`src/rtl/hazard_unit_mc.sv`:
```
// Hazard/forwarding unit for the 5-stage ARM pipe; optional HAZARD_PERF_EN adds saturating perf counters.
// Latency: forwarding/stall/flush combinational, mem-stall FSM holds all stages MEM_LAT-1 cycles per M access.
module hazard_unit_mc #(
    parameter int REG_ADDR_W = 4,
    parameter int NUM_SRC    = 2,
    parameter int MEM_LAT    = 1
) (
    input  logic                          clk,
    input  logic                          reset,
    input  logic [NUM_SRC*REG_ADDR_W-1:0] RA_D,
    input  logic [NUM_SRC*REG_ADDR_W-1:0] RA_E,
    input  logic [REG_ADDR_W-1:0]         WA_E,
    input  logic [REG_ADDR_W-1:0]         WA_M,
    input  logic [REG_ADDR_W-1:0]         WA_W,
    input  logic                          RegWriteE,
    input  logic                          RegWriteM,
    input  logic                          RegWriteW,
    input  logic                          MemtoRegE,
    input  logic                          MemReqM,
    input  logic                          PCSrcD,
    input  logic                          PCSrcE,
    input  logic                          PCSrcM,
    input  logic                          PCSrcW,
    input  logic                          BranchTakenE,
    output logic [2*NUM_SRC-1:0]          ForwardE,
    output logic                          StallF,
    output logic                          StallD,
    output logic                          StallE,
    output logic                          StallM,
    output logic                          FlushD,
    output logic                          FlushE,
    output logic                          FlushW
`ifdef HAZARD_PERF_EN
    ,
    output logic [31:0]                   PerfLdStall,
    output logic [31:0]                   PerfMemStall,
    output logic [31:0]                   PerfFlush
`endif
);

    localparam logic [REG_ADDR_W-1:0] R15 = '1;
    localparam int CNT_W = (MEM_LAT > 3) ? $clog2(MEM_LAT - 2) : 1;
    localparam logic [CNT_W-1:0] CNT_INIT = CNT_W'((MEM_LAT >= 3) ? (MEM_LAT - 3) : 0);

    typedef enum logic [1:0] {ST_IDLE, ST_WAIT, ST_DONE} state_t;

    state_t             state_q, state_nxt;
    logic [CNT_W-1:0]   cnt_q, cnt_nxt;
    logic               mem_busy;
    logic               mem_stall;
    logic               ld_match;
    logic               ldr_stall;
    logic               pc_pend;
    logic [2*NUM_SRC-1:0] fwd;

    // PC reads never forward: R15 comes from the fetch path, not the result buses.
    always_comb begin
        fwd = '0;
        for (int i = 0; i < NUM_SRC; i++) begin
            if (RA_E[i*REG_ADDR_W +: REG_ADDR_W] != R15) begin
                if (RegWriteM && RA_E[i*REG_ADDR_W +: REG_ADDR_W] == WA_M)
                    fwd[2*i +: 2] = 2'b10;
                else if (RegWriteW && RA_E[i*REG_ADDR_W +: REG_ADDR_W] == WA_W)
                    fwd[2*i +: 2] = 2'b01;
            end
        end
    end

    always_comb begin
        ld_match = 1'b0;
        for (int i = 0; i < NUM_SRC; i++) begin
            if (RA_D[i*REG_ADDR_W +: REG_ADDR_W] == WA_E && WA_E != R15)
                ld_match = 1'b1;
        end
    end

    assign ldr_stall = MemtoRegE & RegWriteE & ld_match;
    assign pc_pend   = PCSrcD | PCSrcE | PCSrcM;

    always_ff @(posedge clk) begin
        if (reset) begin
            state_q <= ST_IDLE;
            cnt_q   <= '0;
        end else begin
            state_q <= state_nxt;
            cnt_q   <= cnt_nxt;
        end
    end

    // DONE always returns to IDLE so the same M instruction cannot retrigger.
    always_comb begin
        state_nxt = state_q;
        cnt_nxt   = cnt_q;
        mem_busy  = 1'b0;
        case (state_q)
            ST_IDLE: begin
                if (MemReqM && MEM_LAT > 1) begin
                    mem_busy = 1'b1;
                    if (MEM_LAT == 2) begin
                        state_nxt = ST_DONE;
                    end else begin
                        state_nxt = ST_WAIT;
                        cnt_nxt   = CNT_INIT;
                    end
                end
            end
            ST_WAIT: begin
                mem_busy = 1'b1;
                if (cnt_q == '0)
                    state_nxt = ST_DONE;
                else
                    cnt_nxt = cnt_q - 1'b1;
            end
            ST_DONE:  state_nxt = ST_IDLE;
            default:  state_nxt = ST_IDLE;
        endcase
    end

    assign mem_stall = mem_busy & ~reset;

    always_comb begin
        ForwardE = fwd;
        StallF   = 1'b0;
        StallD   = 1'b0;
        StallE   = 1'b0;
        StallM   = 1'b0;
        FlushD   = 1'b0;
        FlushE   = 1'b0;
        FlushW   = 1'b0;
        if (reset) begin
            ForwardE = '0;
            FlushD   = 1'b1;
            FlushE   = 1'b1;
            FlushW   = 1'b1;
        end else if (mem_stall) begin
            // Frozen E re-presents BranchTakenE in DONE, so no flush here.
            StallF = 1'b1;
            StallD = 1'b1;
            StallE = 1'b1;
            StallM = 1'b1;
            FlushW = 1'b1;
        end else begin
            StallF = ldr_stall | pc_pend;
            StallD = ldr_stall;
            FlushD = pc_pend | PCSrcW | BranchTakenE;
            FlushE = ldr_stall | BranchTakenE;
        end
    end

`ifdef HAZARD_PERF_EN
    always_ff @(posedge clk) begin
        if (reset) begin
            PerfLdStall  <= '0;
            PerfMemStall <= '0;
            PerfFlush    <= '0;
        end else begin
            if (ldr_stall && !mem_stall && !(&PerfLdStall))
                PerfLdStall <= PerfLdStall + 32'd1;
            if (mem_stall && !(&PerfMemStall))
                PerfMemStall <= PerfMemStall + 32'd1;
            if (FlushD && !(&PerfFlush))
                PerfFlush <= PerfFlush + 32'd1;
        end
    end
`endif

endmodule

```
`config.mk`:
```
export PLATFORM = sky130hd
export DESIGN_NAME = hazard_unit_mc
export DESIGN_NICKNAME = d
export VERILOG_FILES = /design/src/rtl/hazard_unit_mc.sv
export SDC_FILE = /design/constraint.sdc
export NUM_CORES = 1
export LEC_CHECK = 0
export ABC_AREA = 1
export CELL_PAD_IN_SITES_DETAIL_PLACEMENT = 0
export CELL_PAD_IN_SITES_GLOBAL_PLACEMENT = 2
export CORE_ASPECT_RATIO = 1.25
export CORE_MARGIN = 2
export CORE_UTILIZATION = 13
export DETAILED_ROUTE_END_ITERATION = 10
export PLACE_DENSITY_LB_ADDON = 0.1
export SLEW_MARGIN = 20
export SYNTH_ARGS = -nofsm -noshare
export SYNTH_HDL_FRONTEND = slang
export SYNTH_SLANG_ARGS = --single-unit
```
`constraint.sdc`:
```
create_clock -name clk -period 0.8 [get_ports clk]
set_input_delay 0.12 -clock clk [delete_from_list [all_inputs] [get_ports clk]]
set_output_delay 0.12 -clock clk [all_outputs]
set_load 0.05 [all_outputs]
```
==> results.tsv <==
metric	value	unit
seq_area_frac_synth	0	%
synthCells	123	
first_iter_violations	20	
finalMaxSlewViolations	0	
p_sw_share	48.95	%
avgSynthCellArea	4.618	um^2
startpoint_type	input port	
gr-total-overflow	0	
cellInternalPower	418.7	uW
combPwrFrac	100.0	%
initial_core_util	13.75	%
synth_area_leaders	nand2_1, inv_1, nor2_1, buf_4, inv_2	
final_util	38.92	%
route.detailed.drc	0	
area_growth	183.0	%
dieArea	4918	um^2
synth_xor_xnor_area_share	6.167	%
synth-simple-area-share	61.01	%
post-route-min-period	1.180	ns
finalPower	820.3	uW
sequentialPowerShare	0	%
yosys.area_share.adder	0	%
via_per_inst	3.886	
synth_top_cell_by_area	nand2_1	
fin_cells	237	
setup_ws	-0.3798	ns
synth_area	568.0	um^2
run_status	complete, but fails checks	
nFillCells	476	
vdd_drop_max	0.0001606	V
ys_types	27	
seq_area	0	um^2
crit_type	in -> out	
grt_pass1_vias	956	
synth_top_family_by_area	simple AND/OR/NAND/NOR gates	
grt_pass1_wl	4002	um
hold_slack	0.6755	ns
grt_util_all_layers	9.744	%
min_period_over_period	147.5	%
setup_viol	9	
drv_cap	0	
yosysWarnings	0	
grt_max_degree	5	
ant_nets	0	
row_count	26	
io_buffers	47	
dp_hpwl	2069	um
n_antenna_cell	0	
finalHoldViolations	0	
hold_start	reset	
n_clock_buffer	0	
first_pass_iters	3	
cp_data_required_time	0.68	ns
cp.arrival	1.06	ns
startpoint	RA_E[0]	
synthMuxAreaShare	0	%
core	4131	um^2
synth_compound_area_share	10.35	%
failed_checks	setup timing	
nFlopsAndLatches	0	
dp_cells	233	
die_h	77.91	um
ioPinCount	51	
critical_path.endpoint_type	primary output	
p_switching	401.5	uW
antenna_found_initial	0	
fmax	847.6	MHz
powerDensity	510.2	nW/um^2
wl_per_cell	9.970	um
cp_max_fo	3	
drive_above_1_share	67.96	%
wl	2363	um
yosysTopAreaCellShare	29.74	%
p_leak	0.7732	nW
rsz0062_at_grt	yes	
nNetsFinal	223	
clockPowerShare	0	%
vias	921	
pre_cts_ws	-0.8495	ns
place.gp.congestion	0.7734	
hp-class	in -> out	
die_w	63.13	um
[power by group through the flow]
stage / registers, mW / clock network, mW / logic, mW
final: 0 / 0 / 0.820
after global routing: 0 / 0 / 0.882
after CTS: 0 / 0 / 0.750
after detailed placement: 0 / 0 / 0.715
after global placement: 0 / 0 / 0.716
after floorplan: 0 / 0 / 0.329
[worst max-delay path, cell delays in order]
cell and delay, ns:
buf_8 0.10, buf_6 0.12, nand2_4 0.07, nor3_4 0.04, or2_1 0.23, nor3b_4 0.22, buf_12 0.16
[metrics by stage]
stage / area [um^2] / TNS, ns
floorplan: 752.0 / -0.7728
global placement: 1428 / -6.671
finish: 1608 / -2.254
detailed placement: 1428 / -6.609
global route: 1608 / -2.635
CTS: 1506 / -3.051
[Yosys cell counts (2+ instances only)]
master and number:
nand2_1 45, inv_1 20, nor2_1 16, inv_2 6, nor3_1 4, buf_4 3
nand3_1 3, o22ai_1 3, or2_1 3, xnor2_1 2, xor2_1 2
[area by class of cell]
class,count,area (um^2),area share [%]
timing repair buffer,60,671.9,41.79
tap,56,70.07,4.358
inverter,27,162.7,10.12
multi-input combinational,94,703.2,43.74
[per-layer routing]
metal  global-route usage, %  part of all wire (%)
met1                   9.590                    32
met3                   1.014                   6.3
met5                       0                     0
met4                  0.8889                   1.2
met2                   21.49                    61
[worst paths after layout]
kind     endpoint  slack [ns]  depth (start not counted)
max   ForwardE[1]       -0.38                          7
min   ForwardE[1]        0.68                          4
[kinds of logic (layout without fill, tap and decap cells)]
family / after synthesis / after routing
and+or+nand+nor: 79 / 79
buffers and inverters: 30 / 87
AOI/OAI and AO/OA: 9 / 9
xor gates and xnor gates: 4 / 4
other: 1 / 2
[cells in the final DEF, fill, tap and decap left out, types with 2 or more instances in the layout]
master and count:
nand3_4 2, or2_4 2, buf_2 5, buf_4 11, nor3_4 3, nor2_1 9, inv_4 4, inv_8 4
dlygate4sd2_1 4, buf_8 5, xnor2_2 2, nand2_1 24, nand2_4 5, inv_1 5, clkbuf_2 6, o22ai_1 2
clkdlybuf4s15_1 2, nand2_2 17, buf_12 12, nor2_2 3, nor2_4 4, buf_6 12, conb_1 2, xor2_1 2
inv_2 11
[timing repair]
action,4_1_cts,5_1_grt
gates resized for setup,138,78
endpoints found under the setup margin,9,9
pin swaps,38,36
hold buffers,0,0
buffers inserted,5,1
Power figures use the tool's default switching activity.
